$ cat src/rtl/demux_rr_arbiter_pkg.sv
`default_nettype none
// +----------------------------------------------------------------------------+
// | demux_rr_arbiter_pkg : shared types, sizes and helpers for the arbiter     |
// | Rev 1.0                                                                    |
// +----------------------------------------------------------------------------+
package demux_rr_arbiter_pkg;

    localparam int N_REQ = 4;
    localparam int SEL_W = 2;

    typedef enum logic [1:0] {
        ST_IDLE  = 2'd0,
        ST_GRANT = 2'd1,
        ST_GAP   = 2'd2
    } arb_state_t;

    function automatic logic [N_REQ-1:0] onehot(input logic [SEL_W-1:0] idx);
        logic [N_REQ-1:0] v;
        v      = '0;
        v[idx] = 1'b1;
        return v;
    endfunction

    // Modulo-4 successor; the natural 2-bit wrap gives 3 -> 0.
    function automatic logic [SEL_W-1:0] next_idx(input logic [SEL_W-1:0] idx);
        return idx + SEL_W'(1);
    endfunction

endpackage
`default_nettype wire

$ cat src/rtl/demux_rr_arbiter_rr_pick.sv
`default_nettype none
// +----------------------------------------------------------------------------+
// | rr_pick : combinational round-robin search starting at i_ptr               |
// | Rev 1.0                                                                    |
// +----------------------------------------------------------------------------+
module rr_pick
    import demux_rr_arbiter_pkg::*;
(
    input  logic [N_REQ-1:0] i_req,
    input  logic [SEL_W-1:0] i_ptr,
    output logic [SEL_W-1:0] o_idx,
    output logic             o_any
);

    // Walk offsets from far to near so the closest requester at/after i_ptr wins.
    always_comb begin
        o_idx = i_ptr;
        o_any = 1'b0;
        for (int k = N_REQ - 1; k >= 0; k--) begin
            if (i_req[i_ptr + SEL_W'(k)]) begin
                o_idx = i_ptr + SEL_W'(k);
                o_any = 1'b1;
            end
        end
    end

endmodule
`default_nettype wire

$ cat src/rtl/demux_rr_arbiter.sv
`default_nettype none
// +----------------------------------------------------------------------------+
// | demux_rr_arbiter : round-robin owner of the shared demux select/enable     |
// | Rev 1.0                                                                    |
// +----------------------------------------------------------------------------+
module demux_rr_arbiter
    import demux_rr_arbiter_pkg::*;
#(
    parameter int HOLD_CYCLES = 12_000_000,
    parameter int GAP_CYCLES  = 1_600_000
) (
    input  logic             CLK,
    input  logic             RST_N,
    input  logic [N_REQ-1:0] req,
    output logic [SEL_W-1:0] sel,
    output logic             en,
    output logic [N_REQ-1:0] gnt,
    output logic             busy
);

    localparam int CNT_MAX = (HOLD_CYCLES > GAP_CYCLES) ? HOLD_CYCLES : GAP_CYCLES;
    localparam int CW      = $clog2(CNT_MAX + 1);
    localparam logic [CW-1:0] HOLD_LOAD = CW'(HOLD_CYCLES - 1);
    localparam logic [CW-1:0] GAP_LOAD  = CW'((GAP_CYCLES > 0) ? GAP_CYCLES - 1 : 0);

    logic [N_REQ-1:0] r_req_meta;
    logic [N_REQ-1:0] r_req_s;
    arb_state_t       r_state;
    arb_state_t       w_state_nxt;
    logic [SEL_W-1:0] r_ptr;
    logic [SEL_W-1:0] w_ptr_nxt;
    logic [CW-1:0]    r_cnt;
    logic [CW-1:0]    w_cnt_nxt;
    logic [SEL_W-1:0] w_sel_nxt;
    logic [N_REQ-1:0] w_gnt_nxt;
    logic             w_en_nxt;
    logic             w_busy_nxt;
    logic [SEL_W-1:0] w_pick_idx;
    logic             w_pick_any;

    always_ff @(posedge CLK or negedge RST_N) begin
        if (!RST_N) begin
            r_req_meta <= '0;
            r_req_s    <= '0;
        end else begin
            r_req_meta <= req;
            r_req_s    <= r_req_meta;
        end
    end

    rr_pick u_rr_pick (
        .i_req (r_req_s),
        .i_ptr (r_ptr),
        .o_idx (w_pick_idx),
        .o_any (w_pick_any)
    );

    // sel is only reloaded from IDLE, i.e. on the same edge that raises en.
    always_comb begin
        w_state_nxt = r_state;
        w_ptr_nxt   = r_ptr;
        w_cnt_nxt   = r_cnt;
        w_sel_nxt   = sel;
        w_gnt_nxt   = '0;
        w_en_nxt    = 1'b0;
        w_busy_nxt  = 1'b0;
        case (r_state)
            ST_IDLE: begin
                if (w_pick_any) begin
                    w_state_nxt = ST_GRANT;
                    w_sel_nxt   = w_pick_idx;
                    w_gnt_nxt   = onehot(w_pick_idx);
                    w_en_nxt    = 1'b1;
                    w_busy_nxt  = 1'b1;
                    w_cnt_nxt   = HOLD_LOAD;
                end
            end
            ST_GRANT: begin
                if (r_cnt == '0 || !r_req_s[sel]) begin
                    w_ptr_nxt = next_idx(sel);
                    if (GAP_CYCLES > 0) begin
                        w_state_nxt = ST_GAP;
                        w_cnt_nxt   = GAP_LOAD;
                        w_busy_nxt  = 1'b1;
                    end else begin
                        w_state_nxt = ST_IDLE;
                        w_cnt_nxt   = '0;
                    end
                end else begin
                    w_cnt_nxt  = r_cnt - CW'(1);
                    w_gnt_nxt  = gnt;
                    w_en_nxt   = 1'b1;
                    w_busy_nxt = 1'b1;
                end
            end
            ST_GAP: begin
                if (r_cnt == '0) begin
                    w_state_nxt = ST_IDLE;
                end else begin
                    w_cnt_nxt  = r_cnt - CW'(1);
                    w_busy_nxt = 1'b1;
                end
            end
            default: begin
                w_state_nxt = ST_IDLE;
            end
        endcase
    end

    always_ff @(posedge CLK or negedge RST_N) begin
        if (!RST_N) begin
            r_state <= ST_IDLE;
            r_ptr   <= '0;
            r_cnt   <= '0;
            sel     <= '0;
            en      <= 1'b0;
            gnt     <= '0;
            busy    <= 1'b0;
        end else begin
            r_state <= w_state_nxt;
            r_ptr   <= w_ptr_nxt;
            r_cnt   <= w_cnt_nxt;
            sel     <= w_sel_nxt;
            en      <= w_en_nxt;
            gnt     <= w_gnt_nxt;
            busy    <= w_busy_nxt;
        end
    end

endmodule
`default_nettype wire

$ cat config.mk
export PLATFORM = sky130hd
export DESIGN_NAME = demux_rr_arbiter
export DESIGN_NICKNAME = d
export VERILOG_FILES = /design/src/rtl/demux_rr_arbiter_pkg.sv /design/src/rtl/demux_rr_arbiter_rr_pick.sv /design/src/rtl/demux_rr_arbiter.sv
export SDC_FILE = /design/constraint.sdc
export NUM_CORES = 1
export LEC_CHECK = 0
export BUFFER_PORTS_ARGS = -buffer_cell sky130_fd_sc_hd__buf_2
export CAP_MARGIN = 15
export CORE_MARGIN = 1
export CORE_UTILIZATION = 40
export DETAILED_ROUTE_END_ITERATION = 10
export HOLD_SLACK_MARGIN = 0.12
export PLACE_DENSITY = 0.58
export SYNTH_ARGS = -nofsm -noshare
export SYNTH_HDL_FRONTEND = slang
export SYNTH_HIERARCHICAL = 1
export SYNTH_SLANG_ARGS = --single-unit
$ cat constraint.sdc
create_clock -name CLK -period 4.7 [get_ports CLK]
set_input_delay 0.705 -clock CLK [delete_from_list [all_inputs] [get_ports CLK]]
set_output_delay 0.705 -clock CLK [all_outputs]
set_load 0.03 [all_outputs]
==> run summary <==
The share of async-settable or async-resettable flops after synthesis works out to 1.00. The width of the die works out to 83.7 um. The biggest cell delay along the critical path was 0.67 ns; the slew at the pin closest to its max-slew limit was 0.980 ns.

The tools report the termination of the worst setup path as r_cnt[9]. The number of gates resized after CTS was 0. The run gives 2780 um^2 as the cell area after placement. Setup slack on the worst reg-to-reg path comes out at 1.56 ns. The total number of placement rows is 29. For the signal arrival time at the worst endpoint, the log shows 3.32 ns. The die height is 83.7 um, and the final standard cell area without fillers is 2940 um^2. The fraction of layout instances using a drive strength above 1 was 0.177. The launching point of the worst reg2reg path was r_cnt[6]. Yosys mapped a number of flops with a built-in enable equal to 0. For this design the total switching power over the nets is 1.02 mW.

After technology mapping, the gate count stands at 282. The clock group share of total power is 0.184, and the number of buffers inserted during clock tree synthesis is 5. The net count of the finished layout is 304. For the worst-skew pair, the clock arrives at the later sink with an insertion delay of 0.31 ns.

After detailed routing, the total wire length is 6.36 mm. The cell depth of the worst flop-to-flop path works out to 5. The tree built by TritonCTS fans out to 44 sinks. Dividing the detail-routed wire length by the instance count gives 17.2 um. The net count after synthesis is 294. The critical path goes through nor3_1 -> nand4_1 -> o211a_1 -> nor2_1 -> o311ai_0. The tools report the number of antenna diodes as 0. Floorplan core area: 6390 um^2. Counting tap cells, the placed design contains a total of 362 instances. The type of the setup path with the least slack is reg2reg. Power spread over the standard cell area amounts to 757 nW/um^2.

The switching power share of the total works out to 0.459. Setup repair after global routing left no endpoint under its margin. After clock tree synthesis, the clock-pin slew on the worst setup and hold paths is 0.10 ns. The run gives 0.0143 ns as the largest clock skew in the final design. Each instance of the synthesized netlist takes up on average 9.48 um^2. For this design the static power due to leakage is 1.22 nW. The tools report the placer congestion estimate as 0.813. Number of inserted filler cells in the final layout: 596. The critical hold path startpoint was r_req_meta[1].

Post-CTS repair timing setup buffer count: 0. TritonCTS built the clock tree. For the maximum VDD drop, the log shows 0.000295 V. The most used flip-flop cell after synthesis is dfrtp_1. The maximum count of clock buffers along a single path is 2. The combinational power share is 0.509. In this run the worst hold path is classified as reg2reg. Layout overhead on the synthesized area: 9.97%. The clock period minus final worst setup slack was 3.14 ns; the internal power of the cells was 1.20 mW. STA classifies the critical path endpoint as a flop. The deepest level of the CTS H-tree was 2. The total negative slack for setup checks came out at 0 ns.

In this run the cell area of the synthesized design comes to 2670 um^2. The first-pass GRT wire length was 10.9 mm. The post-route clock period utilization was 0.669. The run gives 0 as the number of setup violations in the final report. The worst setup path is launched from a flop. The post-synthesis sequential area ratio came out at 0.412. Summing all multi-input logic gate instances after layout gives 1470 um^2.

The tools report the number of iterations in the first detailed-routing pass as 5. Detailed routing inserted a total of 2,298 vias. For the number of hold violations in the final report, the log shows 0.

The global routing usage summed across all routing layers came out at 0.193. The number of placed I/O pins is 14. The library cell contributing the largest single delay on the critical path was o211a_1.

The Yosys step of the flow raised 6 warnings. In this run, the number of DRC markers left after iteration 0 of detailed routing was 166. For this run, the top clock speed supported by timing is 318 MHz. The logs give 0.418 for the initial cell density of the core and 45 for the maximum number of pins on one net before global-route repair. At the worst endpoint, the required time is 4.87 ns. Worst-case headroom to the max-slew limit: 0.346. The flow ran to the end, and the final reports show no timing, DRC or antenna violations. The tools report the reg-to-reg critical path endpoint as r_cnt[9]. The count of hold-fix buffers inserted at cts is 0.

The tools report the source of the critical timing path as r_cnt[6]. The sequential cells in the finished layout cover a total of 1100 um^2. Once detail routing completed, the nets flagged for antenna violations numbered 0. Number of antenna violations at the first check in global routing: 0. Root buffer cell: clkbuf_8. The sequential cell fraction of total power was 0.308. For this run, design rule violations remaining after detail routing come to 0. The die area was 7010 um^2; the post-synthesis register bit count was 44. Overall overflow remaining after global route: 0. The largest fanout on the critical path is 20, and the non-filler instance count after layout is 370. Detailed-placement wirelength estimate: 4.36 mm. Unique cell type count in the Yosys netlist: 61. The via count of the first global-routing pass came out at 2,162. The tool flagged a number of max-cap violations equal to 0.

The number of max-slew violations in the final report was 0; the number of port buffers was 13. After detailed routing, the number of vias per cell comes to 6.21.
-- critical path, delay by kind of cell (launching register included) --
| kind | cells | cell delay [ns] |
|---|---|---|
| AO/OA/AOI/OAI | 2 | 0.87 |
| AND/OR/NAND/NOR | 3 | 1.67 |
| flip-flops | 1 | 0.46 |
-- Yosys cell counts, types with 2 or more instances --
cell	number	share of area
dfrtp_1	44	0.41
a21oi_1	34	0.064
nor2_1	26	0.037
nand2_1	18	0.025
o21ai_0	17	0.032
inv_1	12	0.017
a211oi_2	8	0.037
nor3_1	8	0.015
o211ai_1	8	0.022
ha_1	6	0.028
nand3_1	6	0.011
or3_1	6	0.014
nand4_1	5	0.012
o2111ai_1	5	0.016
or4_1	5	0.014
a22oi_1	4	0.011
a31oi_1	4	0.0094
buf_2	4	0.0075
clkbuf_1	4	0.0056
o221ai_1	4	0.013
o31ai_1	3	0.0084
and2b_2	2	0.0066
and4_1	2	0.0066
buf_4	2	0.0056
mux2i_1	2	0.0075
nand2_2	2	0.0047
nor4_1	2	0.0047
nor4_2	2	0.0094
o211a_1	2	0.0075
o211ai_4	2	0.016
o21a_1	2	0.0056
or2_2	2	0.0047
-- cell families after synthesis --
kind of cell / share of synthesized area
flops: 0.412
xor+xnor: 0.00328
simple gates: 0.219
mux: 0.0201
compound gates: 0.278
fa+ha+maj: 0.0281
buf+inv: 0.0398
-- per-stage QoR --
stage	worst slack (ns)	utilization	hold slack, ns	power, mW
after floorplan	2.66	-	0.331	1.56
after global placement	1.69	0.435	0.332	1.80
after detailed placement	1.60	0.435	0.335	1.81
after CTS	1.60	0.460	0.356	2.23
after global routing	1.26	0.460	0.359	2.40
final	1.56	0.460	0.353	2.23
-- area by class of cell --
| type | instances | share of cell area |
|---|---|---|
| clock buffers | 5 | 0.0234 |
| clock inverters | 3 | 0.0307 |
| inverters | 12 | 0.0153 |
| multi-input cells | 215 | 0.499 |
| flip-flops and latches | 44 | 0.375 |
| well taps | 77 | 0.0328 |
| repair buffers | 14 | 0.0247 |
-- power by group through the flow --
stage	combinational [mW]	sequential (mW)	clock [mW]
2_1_floorplan	0.855	0.705	0
3_5_place_dp	1.13	0.688	0
4_1_cts	1.13	0.681	0.414
3_3_place_gp	1.12	0.687	0
6_report	1.13	0.685	0.409
5_1_grt	1.26	0.712	0.426
-- worst min-delay path by stage --
stage	to	cells after the start	slack (ns)
2_1_floorplan	r_req_s[0]	0	0.33
3_3_place_gp	r_req_s[1]	0	0.33
3_5_place_dp	r_req_s[3]	0	0.33
4_1_cts	r_req_s[3]	0	0.36
5_1_grt	r_req_s[1]	0	0.36
6_report	r_req_s[1]	0	0.35
-- cell usage in the layout (no fill, tap or decap), types with 5 or more instances in the layout --
cell	netlist	final
o21ai_0	17	16
clkbuf_8	0	5
nand2_1	18	18
o211ai_1	8	8
nor3_1	8	8
ha_1	6	6
dfrtp_1	44	44
nand4_1	5	5
or4_1	5	5
inv_1	12	12
a211oi_2	8	8
o2111ai_1	5	5
a21oi_1	34	34
nor2_1	26	26
or3_1	6	6
buf_2	4	13
nand3_1	6	6
-- state kept, by name, indices dropped and copies added, names as in the netlist --
signal	flops
r_req_s	4
r_state	2
en	1
sel	2
gnt	4
busy	1
r_ptr	2
r_req_meta	4
r_cnt	24
-- metal layers --
metal / up-vias / track usage / routed length (um)
met1: 1118 / 0.281 / 3160
li1: 1100 / - / -
met3: 6 / 0.0297 / 284
met4: 0 / 0.0524 / 57
met5: - / 0 / 0
met2: 74 / 0.299 / 2860
Note: power is estimated with default switching activity, not from simulation.
